===== src/rtl/clock_tick_gen_pkg.sv =====
// Shared types, defaults and helpers for the multi-channel clock-enable generator.
// Optional feature macro (used by the top): TICK_PHASE_ALIGN_EN.
package clock_tick_pkg;

  localparam int          NUM_CH_DEF      = 4;
  localparam int          CNT_W_DEF       = 26;
  localparam int unsigned DEFAULT_DIV_DEF = 50_000_000;

  // Channel-select width; a single channel still gets a 1-bit select.
  function automatic int ch_idx_w(input int n);
    return (n > 1) ? $clog2(n) : 1;
  endfunction

  localparam int CH_IDX_W = ch_idx_w(NUM_CH_DEF);

  // A programmed divisor of 0 runs the channel at full rate, like 1.
  function automatic logic [31:0] eff_div(input logic [31:0] div);
    return (div == 32'd0) ? 32'd1 : div;
  endfunction

endpackage


===== src/rtl/clock_tick_gen_if.sv =====
// Control/status bundle between a game controller and clock_tick_gen.
// Optional feature macro (used by the top): TICK_PHASE_ALIGN_EN.
interface clock_tick_gen_if
  import clock_tick_pkg::*;
#(
  parameter int NUM_CH = NUM_CH_DEF,
  parameter int CNT_W  = CNT_W_DEF
);
  localparam int SEL_W = ch_idx_w(NUM_CH);

  logic [NUM_CH-1:0] ch_en;
  logic              div_wr;
  logic [SEL_W-1:0]  div_sel;
  logic [CNT_W-1:0]  div_data;
  logic              div_ready;
  logic [NUM_CH-1:0] tick;
  logic [NUM_CH-1:0] sq;

  modport master (
    output ch_en, div_wr, div_sel, div_data,
    input  div_ready, tick, sq
  );

  modport slave (
    input  ch_en, div_wr, div_sel, div_data,
    output div_ready, tick, sq
  );

endinterface


===== src/rtl/clock_tick_gen_tick_channel.sv =====
// One divider channel: counter, active/shadow divisor, pending flag, tick and square wave.
// Align input is driven by the top only when TICK_PHASE_ALIGN_EN is defined.
module tick_channel
  import clock_tick_pkg::*;
#(
  parameter int               CNT_W   = CNT_W_DEF,
  parameter logic [CNT_W-1:0] RST_DIV = CNT_W'(1)
) (
  input  logic             clock,
  input  logic             reset,
  input  logic             en,
  input  logic             align,
  input  logic             wr,
  input  logic [CNT_W-1:0] wr_data,
  output logic             pending,
  output logic             tick,
  output logic             sq
);

  logic [CNT_W-1:0] cnt;
  logic [CNT_W-1:0] div_act;
  logic [CNT_W-1:0] div_shd;
  logic [CNT_W-1:0] d_eff;
  logic             wrap;

  assign d_eff = CNT_W'(eff_div(32'(div_act)));
  // >= rather than == keeps the counter bounded even if it ever sits past the end.
  assign wrap  = (cnt >= (d_eff - CNT_W'(1)));

  always_ff @(posedge clock) begin
    if (!reset) begin
      cnt     <= '0;
      tick    <= 1'b0;
      sq      <= 1'b0;
      pending <= 1'b0;
      div_act <= RST_DIV;
      div_shd <= '0;
    end else if (align || !en) begin
      cnt  <= '0;
      tick <= 1'b0;
      sq   <= 1'b0;
      // Idle channel: a queued divisor lands now, a fresh one loads directly.
      if (pending) begin
        div_act <= div_shd;
        pending <= 1'b0;
      end else if (wr) begin
        div_act <= wr_data;
      end
    end else begin
      cnt  <= wrap ? '0 : cnt + CNT_W'(1);
      tick <= wrap;
      if (wrap) sq <= ~sq;
      if (wrap && pending) begin
        div_act <= div_shd;
        pending <= 1'b0;
      end else if (wr && !pending) begin
        // Mid-period writes wait in the shadow so the running period is never cut short.
        if (wrap) begin
          div_act <= wr_data;
        end else begin
          div_shd <= wr_data;
          pending <= 1'b1;
        end
      end
    end
  end

endmodule


===== src/rtl/clock_tick_gen.sv =====
// Multi-channel programmable clock-enable generator (tick pulses + square waves).
// Define TICK_PHASE_ALIGN_EN to add the align input that restarts all channels in phase.
module clock_tick_gen
  import clock_tick_pkg::*;
#(
  parameter int          NUM_CH      = NUM_CH_DEF,
  parameter int          CNT_W       = CNT_W_DEF,
  parameter int unsigned DEFAULT_DIV = DEFAULT_DIV_DEF
) (
  input  logic             clock,
  input  logic             reset,
`ifdef TICK_PHASE_ALIGN_EN
  input  logic             align,
`endif
  clock_tick_gen_if.slave  bus
);

  localparam int SEL_W = ch_idx_w(NUM_CH);

  logic [NUM_CH-1:0] pending;
  logic [NUM_CH-1:0] sel_hit;
  logic              align_i;

`ifdef TICK_PHASE_ALIGN_EN
  assign align_i = align;
`else
  assign align_i = 1'b0;
`endif

  for (genvar i = 0; i < NUM_CH; i++) begin : g_ch
    // Out-of-range selects match no channel, so they read not-ready and write nothing.
    assign sel_hit[i] = (bus.div_sel == SEL_W'(i));

    tick_channel #(
      .CNT_W   (CNT_W),
      .RST_DIV (CNT_W'(DEFAULT_DIV))
    ) u_ch (
      .clock   (clock),
      .reset   (reset),
      .en      (bus.ch_en[i]),
      .align   (align_i),
      .wr      (bus.div_wr & sel_hit[i]),
      .wr_data (bus.div_data),
      .pending (pending[i]),
      .tick    (bus.tick[i]),
      .sq      (bus.sq[i])
    );
  end

  assign bus.div_ready = |(sel_hit & ~pending);

endmodule


===== src/flat_wrapper.sv =====
// flat-port wrapper written by rule: the top's interface ports become plain ports
module clock_tick_gen_flat import clock_tick_pkg::*;
#(
  parameter int          NUM_CH      = NUM_CH_DEF,
  parameter int          CNT_W       = CNT_W_DEF,
  parameter int unsigned DEFAULT_DIV = DEFAULT_DIV_DEF
)
  (clock, reset, bus_ch_en, bus_div_wr, bus_div_sel, bus_div_data, bus_div_ready, bus_tick, bus_sq);
  clock_tick_gen_if #(.NUM_CH(NUM_CH), .CNT_W(CNT_W)) bus_i ();
  input  logic clock;
  input  logic reset;
  input wire logic [$bits(bus_i.ch_en)-1:0] bus_ch_en;
  input wire logic [$bits(bus_i.div_wr)-1:0] bus_div_wr;
  input wire logic [$bits(bus_i.div_sel)-1:0] bus_div_sel;
  input wire logic [$bits(bus_i.div_data)-1:0] bus_div_data;
  output wire logic [$bits(bus_i.div_ready)-1:0] bus_div_ready;
  output wire logic [$bits(bus_i.tick)-1:0] bus_tick;
  output wire logic [$bits(bus_i.sq)-1:0] bus_sq;
  assign bus_i.ch_en = bus_ch_en;
  assign bus_i.div_wr = bus_div_wr;
  assign bus_i.div_sel = bus_div_sel;
  assign bus_i.div_data = bus_div_data;
  assign bus_div_ready = bus_i.div_ready;
  assign bus_tick = bus_i.tick;
  assign bus_sq = bus_i.sq;
  clock_tick_gen #(.NUM_CH(NUM_CH), .CNT_W(CNT_W), .DEFAULT_DIV(DEFAULT_DIV)) u_core (.clock(clock), .reset(reset), .bus(bus_i));
endmodule

===== config.mk =====
export PLATFORM = sky130hd
export DESIGN_NAME = clock_tick_gen_flat
export DESIGN_NICKNAME = d
export VERILOG_FILES = /design/src/rtl/clock_tick_gen_pkg.sv /design/src/rtl/clock_tick_gen_if.sv /design/src/rtl/clock_tick_gen_tick_channel.sv /design/src/rtl/clock_tick_gen.sv /design/src/flat_wrapper.sv
export SDC_FILE = /design/constraint.sdc
export NUM_CORES = 1
export LEC_CHECK = 0
export ABC_CLOCK_PERIOD_IN_PS = 4600
export CAP_MARGIN = 20
export CORE_ASPECT_RATIO = 2
export CORE_UTILIZATION = 55
export DETAILED_ROUTE_END_ITERATION = 8
export GPL_ROUTABILITY_DRIVEN = 0
export PLACE_DENSITY = 0.75
export SLEW_MARGIN = 20
export SYNTH_ARGS = -nofsm -noshare
export SYNTH_HDL_FRONTEND = slang
export SYNTH_HIERARCHICAL = 1
export SYNTH_SLANG_ARGS = --single-unit

===== constraint.sdc =====
create_clock -name clock -period 4.6 [get_ports clock]
set_input_delay 0.92 -clock clock [delete_from_list [all_inputs] [get_ports clock]]
set_output_delay 0.92 -clock clock [all_outputs]
set_load 0.02 [all_outputs]

# After elaboration in Yosys (flattened, before gate mapping)
# Index checks and enable logic that the tools add are counted.
dict set report totals {
  out_inout_bits 9
  register_bits 324
  word_cells 144
  in_bits 35
}
dict set report classes {
  n_reduce_logical 46
  n_bitwise 23
  eq_ne 11
  order_cmp 4
  add_sub_neg 8
  n_mux 28
}
# op n
set op_table {}
lappend op_table {{two-way mux 26 bit} 28}
lappend op_table {{adder 26 x 1 -> 26 bit (second input constant)} 4}
lappend op_table {{greater-or-equal comparator 26 bit} 4}
lappend op_table {{logical NOT 26 bit} 4}
lappend op_table {{subtractor 26 x 1 -> 26 bit (second input constant)} 4}
lappend op_table {{!= test 3 x 1 -> 1 bit (second input constant)} 8}
lappend op_table {{OR reduction 3 bit} 8}
lappend op_table {{NOT 1 bit} 17}
lappend op_table {{AND reduction 2 bit} 8}
lappend op_table {{AND reduction 4 bit} 4}
lappend op_table {{AND reduction 3 bit} 4}
lappend op_table {{nonzero test 3 bit} 4}
lappend op_table {{logical AND 1 bit} 8}
lappend op_table {{bitwise AND 1 bit} 4}
lappend op_table {{bitwise AND 4 bit} 1}
lappend op_table {{equality test 2 bit (second input constant)} 2}
lappend op_table {{logical NOT 1 bit} 4}
lappend op_table {{NOT 4 bit} 1}
lappend op_table {{OR reduction 4 bit} 1}
lappend op_table {{equality test 2 x 1 -> 1 bit (second input constant)} 1}
lappend op_table {{logical NOT 2 bit} 1}

# Depth between registers and ports, before layout
dict set report depth {
  word_depth 8
  ltp_mapped 21
  mapped_depth_nobuf 19
}

# Modules after synthesis
# The synthesis kept the hierarchy.
# mod area_each_um2 seq_area_each_um2 cells_per_inst n_inst
set modules_own_cells {}
lappend modules_own_cells {{tick_channel at u_core.g_ch[1].u_ch ...} 4616.9 1621.6 537 2}
lappend modules_own_cells {{tick_channel at u_core.g_ch[0].u_ch} 4863.4 1621.6 617 1}
lappend modules_own_cells {{tick_channel at u_core.g_ch[3].u_ch} 4624.4 1621.6 553 1}
lappend modules_own_cells {clock_tick_gen 62.6 0.0 8 1}

# Least setup slack after synthesis
# Ideal clock, no wire load.
dict set report synth_path {
  kind {reg-to-reg}
  from {register u_core.g_ch[0].u_ch.div_act[5]}
  to {register u_core.g_ch[0].u_ch.div_act[20]}
  t_arrival_ns 4.444
  t_required_ns 4.486
  synth_period_minus_slack_ns 4.558
  n_path_buf 2
  setup_ns 0.114
  stages_incl_launch_ff 21
  path_slack_ns 0.042
  cell_sequence {dfxtp_1 -> or4_4 -> or3_4 -> nand2b_1 -> nor3_1 -> nor2_1 -> ha_1 -> nand3b_1 -> or3_4 -> nand2b_4 -> nor3_2 -> xnor2_1 -> ha_1 -> a21o_1 -> a21o_1 -> a2111oi_0 -> nand3_1 -> or3_1 -> clkbuf_1 -> clkbuf_1 -> a21o_1}
}
dict set report synth_between {
  elab_chain_len 7
  word_cells_on_any_way 10
  classes_between {1 x add/sub; 1 x order compare; 2 x eq/ne; 3 x mux; 3 x reduce/logical}
}
# element line
set synth_lines {}
lappend synth_lines {{start, declared} clock_tick_gen_tick_channel.sv:21} ;# logic [CNT_W-1:0] div_act;
lappend synth_lines {{start signal, assigned} clock_tick_gen_tick_channel.sv:44} ;# div_act <= div_shd;
lappend synth_lines {{start signal, assigned} clock_tick_gen_tick_channel.sv:47} ;# div_act <= wr_data;
lappend synth_lines {{start signal, assigned} clock_tick_gen_tick_channel.sv:54} ;# div_act <= div_shd;
lappend synth_lines {{logical NOT 26 bit} clock_tick_gen_pkg.sv:18} ;# return (div == 32'd0) ? 32'd1 : div;
lappend synth_lines {{two-way mux 26 bit *} clock_tick_gen_pkg.sv:18}
lappend synth_lines {{subtractor 26 x 1 -> 26 bit *} clock_tick_gen_tick_channel.sv:28} ;# assign wrap = (cnt >= (d_eff - CNT_W'(1)));
lappend synth_lines {{greater-or-equal comparator 26 bit *} clock_tick_gen_tick_channel.sv:28}
lappend synth_lines {{logical AND 1 bit} clock_tick_gen_tick_channel.sv:53} ;# if (wrap && pending) begin
lappend synth_lines {{!= test 3 x 1 -> 1 bit (no line) or two-way mux 26 bit (tied branches)} n/a}
lappend synth_lines {{AND reduction 3 bit (no line) or two-way mux 26 bit (tied branches)} n/a}
# Mark *: on every way between the ends. The rest lies on a longest branch, timed or not.
# A chain may end at the register's enable or synchronous reset.

# Worst setup path in the final report
dict set report layout_path {
  from {register u_core.g_ch[2].u_ch.div_act[1]}
  to {register u_core.g_ch[2].u_ch.div_shd[8]}
}
dict set report layout_between {
  elab_chain_len 7
  word_cells_on_any_way 8
  classes_between {1 x add/sub; 1 x order compare; 1 x mux; 2 x bitwise; 3 x reduce/logical}
}
# element line
set layout_lines {}
lappend layout_lines {{start, declared} clock_tick_gen_tick_channel.sv:21}
lappend layout_lines {{start signal, assigned} clock_tick_gen_tick_channel.sv:44}
lappend layout_lines {{start signal, assigned} clock_tick_gen_tick_channel.sv:47}
lappend layout_lines {{start signal, assigned} clock_tick_gen_tick_channel.sv:54}
lappend layout_lines {{logical NOT 26 bit} clock_tick_gen_pkg.sv:18}
lappend layout_lines {{two-way mux 26 bit *} clock_tick_gen_pkg.sv:18}
lappend layout_lines {{subtractor 26 x 1 -> 26 bit *} clock_tick_gen_tick_channel.sv:28}
lappend layout_lines {{greater-or-equal comparator 26 bit *} clock_tick_gen_tick_channel.sv:28}
lappend layout_lines {{logical AND 1 bit} clock_tick_gen_tick_channel.sv:53}
lappend layout_lines {{NOT 1 bit (no line)} n/a}
lappend layout_lines {{AND reduction 4 bit (no line) *} n/a}
lappend layout_lines {{end signal, assigned} clock_tick_gen_tick_channel.sv:61} ;# div_shd <= wr_data;
lappend layout_lines {{end, declared} clock_tick_gen_tick_channel.sv:22} ;# logic [CNT_W-1:0] div_shd;
# Marked as above.

==> key figures <==
Outcome
  – Outcome: finished, violations left
  – Failing checks: negative setup slack

Worst setup path
  – Worst path arrival time: 5.22 ns
  – Critical path peak fanout: 6
  – CP cell instances: or4_4 > or4_4 > nor3_4 > nor2_2 > ha_2 > or3b_4 > or4_4 > nor2_4 > buf_6 > xnor2_2 > ha_1 > a211oi_2 > a211oi_2 > o31ai_2 > o211ai_1 > buf_4 > nor4_4 > buf_4 > clkbuf_16 > mux2i_1
  – Crit end category: flip-flop
  – R2R setup slack: -0.11 ns
  – CP max-delay cell: or4_4
  – Most frequent cell on the critical path: or4_4
  – R2R depth: 20
  – CP Class: flip-flop to flip-flop
  – Setup crit start kind: flip-flop
  – Critical Path RT: 5.10 ns
  – Slowest stage delay, CP: 0.53 ns

Die
  – Top Ports: 44
  – Die Ht: 263 um
  – Core area: 33,600 um^2
  – Starting Density: 0.558
  – Full die area: 34,900 um^2
  – Die width: 133 um
  – # rows: 95

Synthesis
  – Syn_area_per_cell: 8.34 um^2
  – FFs w/ async S/R, synth: 0
  – Top-area cell type share of the netlist area: 0.345
  – Cell Area, Synth: 18,800 um^2
  – Yosys cell types: 79
  – Most frequent cells after synthesis: nand2_1, dfxtp_1, nor2_1
  – Number of synthesized register bits: 324
  – Mapped Cells: 2,252
  – Prevailing post-synth register cell: dfxtp_1
  – Count leader, synth: nand2_1
  – Leading area contributor after synthesis: dfxtp_1
  – EDFF count, synth: 0
  – Synth Warn #: 6
  – Synth top area cells: dfxtp_1, nand2_1, ha_1, mux2i_1, xnor2_1
  – Seq/Total Area, Yosys: 0.345

Placement
  – Port Buffers: 43
  – Hpwl dp: 35.4 mm

Layout
  – Share of post-route cells with drive strength above 1: 0.156
  – P&R area growth vs syn: 17.9%
  – # diodes: 0
  – # nets final: 2,534

Global route
  – GR Layer Usage met3: 0.0350
  – GR met2 Demand/Resource: 0.532
  – First-pass GRT wire length: 78.9 mm
  – Total gr overflow: 0
  – GRT busiest layer: met2
  – Initial antenna violation count: 0
  – Pin count of the biggest net entering global routing: 133
  – GR Layer Usage met1: 0.279
  – Total GRT Usage: 0.277
  – Number of global-route vias before repair: 16,233

Timing
  – Fin crit share: 1.02
  – Tightest Pin Transition: 1.06 ns
  – Final setup margin: -0.113 ns
  – Post-layout min period: 4.71 ns
  – Total negative slack: -2.18 ns
  – Fmax: 212 MHz
  – Slew Limit Fails: 0
  – RSZ-0062 raised after global routing: true
  – Fin. Hold Viols: 0
  – Worst Skew: 0.00805 ns
  – Hold WS: 0.457 ns
  – Number of setup violations in the final report: 44
  – Slew HR: 0.292

Clock network
  – Hold_buf cts: 0
  – Clock latency on the worst-skew pair: 0.58 ns
  – Clock slew at reported path FFs: 0.07 ns
  – CTS buffer count: 30
  – CTS root buf: clkbuf_16
  – CTS tree: yes
  – Clock buffer depth: 3
  – Clock Sinks: 324
  – H-tree depth: 1

Hold path
  – Min-delay worst type: flip-flop to flip-flop
  – Number of cells on the worst hold path: 2

Run
  – Max-Cap Viols: 0

Detailed routing
  – Vias: 16,564
  – Drt drc: 0
  – WL final: 50.4 mm
  – Routed WL per cell: 17.7 um
  – Post-DRT Antenna Nets: 0
  – DRT Pass-1 Iters: 6
  – 1st-iter DRT viols: 993
  – Via/cell ratio: 5.83

Power and ir drop
  – Maximum vdd ir drop: 0.325 mV
  – LEAKAGE: 0.00884 uW
  – Pwr dens: 288 nW/um^2
[routing by layer]
metal / vias up / wire (um)
met4: 0 / 3110
met3: 185 / 2160
met2: 450 / 26900
li1: 8056 / -
met5: - / 0
met1: 7873 / 18200
[registers in the layout, indices dropped and copies added, names as in the netlist]
register                  flops
u_core/g_ch.u_ch/div_shd    104
u_core/g_ch.u_ch/tick         4
u_core/g_ch.u_ch/pending      4
u_core/g_ch.u_ch/div_act    104
u_core/g_ch.u_ch/sq           4
u_core/g_ch.u_ch/cnt        104
[per-stage QoR]
stage          cells  utilization  power, uW  worst slack [ns]  cell area [um^2]
2_1_floorplan   2259            -       3450            0.0421             18800
3_3_place_gp    2763        0.610       3710            0.0324             20500
3_5_place_dp    2763        0.610       3740           -0.0686             20500
4_1_cts         2821        0.645       6380          0.000777             21700
5_1_grt         2840        0.658       6600            -0.283             22200
6_report        2840        0.658       6370            -0.113             22200
[kinds of logic after synthesis]
kind of cell / share of synthesized area
xor+xnor: 0.0863
mux: 0.0878
compound gates: 0.112
flops: 0.345
buf+inv: 0.0372
other cells: 0.000200
simple gates: 0.256
fa+ha+maj: 0.0746
[placed cells by master, fill, tap and decap left out, drive strengths merged, types with 26 or more instances in the layout]
master,count
nand2,446
dfxtp,324
nor2,245
buf,167
mux2i,131
ha,112
xnor2,109
xor2,76
a21oi,76
nand3,64
inv,49
o21ai,47
clkbuf,44
clkdlybuf4s50,42
nor3,40
nor2b,34
nand4,31
mux2,28
or3,27
and3,26
[power by group]
group	switching (uW)	total (uW)	leakage (uW)	internal [uW]
logic	459	814	0.00571	355
clock network	1110	2650	0.000508	1540
registers	49.3	2910	0.00262	2860
total	1620	6370	0.00884	4760
[worst max-delay path: cells and delay by family (launching register included)]
family / cells / cell delay (ns)
simple gates: 8 / 2.07
flops: 1 / 0.33
buf+inv: 4 / 0.67
compound gates: 4 / 0.75
xor+xnor: 1 / 0.12
mux: 1 / 0.18
fa+ha+maj: 2 / 0.51
[worst paths after layout]
path	startpoint	to
setup reg to reg	u_core/g_ch[2].u_ch/div_act[1]	u_core/g_ch[2].u_ch/div_shd[8]
hold reg to reg	u_core/g_ch[1].u_ch/div_shd[5]	u_core/g_ch[1].u_ch/div_shd[5]
hold / removal	u_core/g_ch[1].u_ch/div_shd[5]	u_core/g_ch[1].u_ch/div_shd[5]
setup / recovery	u_core/g_ch[2].u_ch/div_act[1]	u_core/g_ch[2].u_ch/div_shd[8]
[cell type report]
type | count | area (um^2)
Inverter | 50 | 188
Timing Repair Buffer | 213 | 1960
Sequential cell | 324 | 6500
Clock inverter | 9 | 156
Clock buffer | 40 | 870
Tap cell | 436 | 546
Multi-Input combinational cell | 1768 | 11900
Fill cell | 2693 | 11500
[what timing repair did]
action                                  4_1_cts  5_1_grt
gates cloned                                  2        5
resized for setup                            15       73
setup buffers                                 7       15
pin swaps                                     4       18
endpoints found under the setup margin      120      288
(Power assumes the default switching activity.)
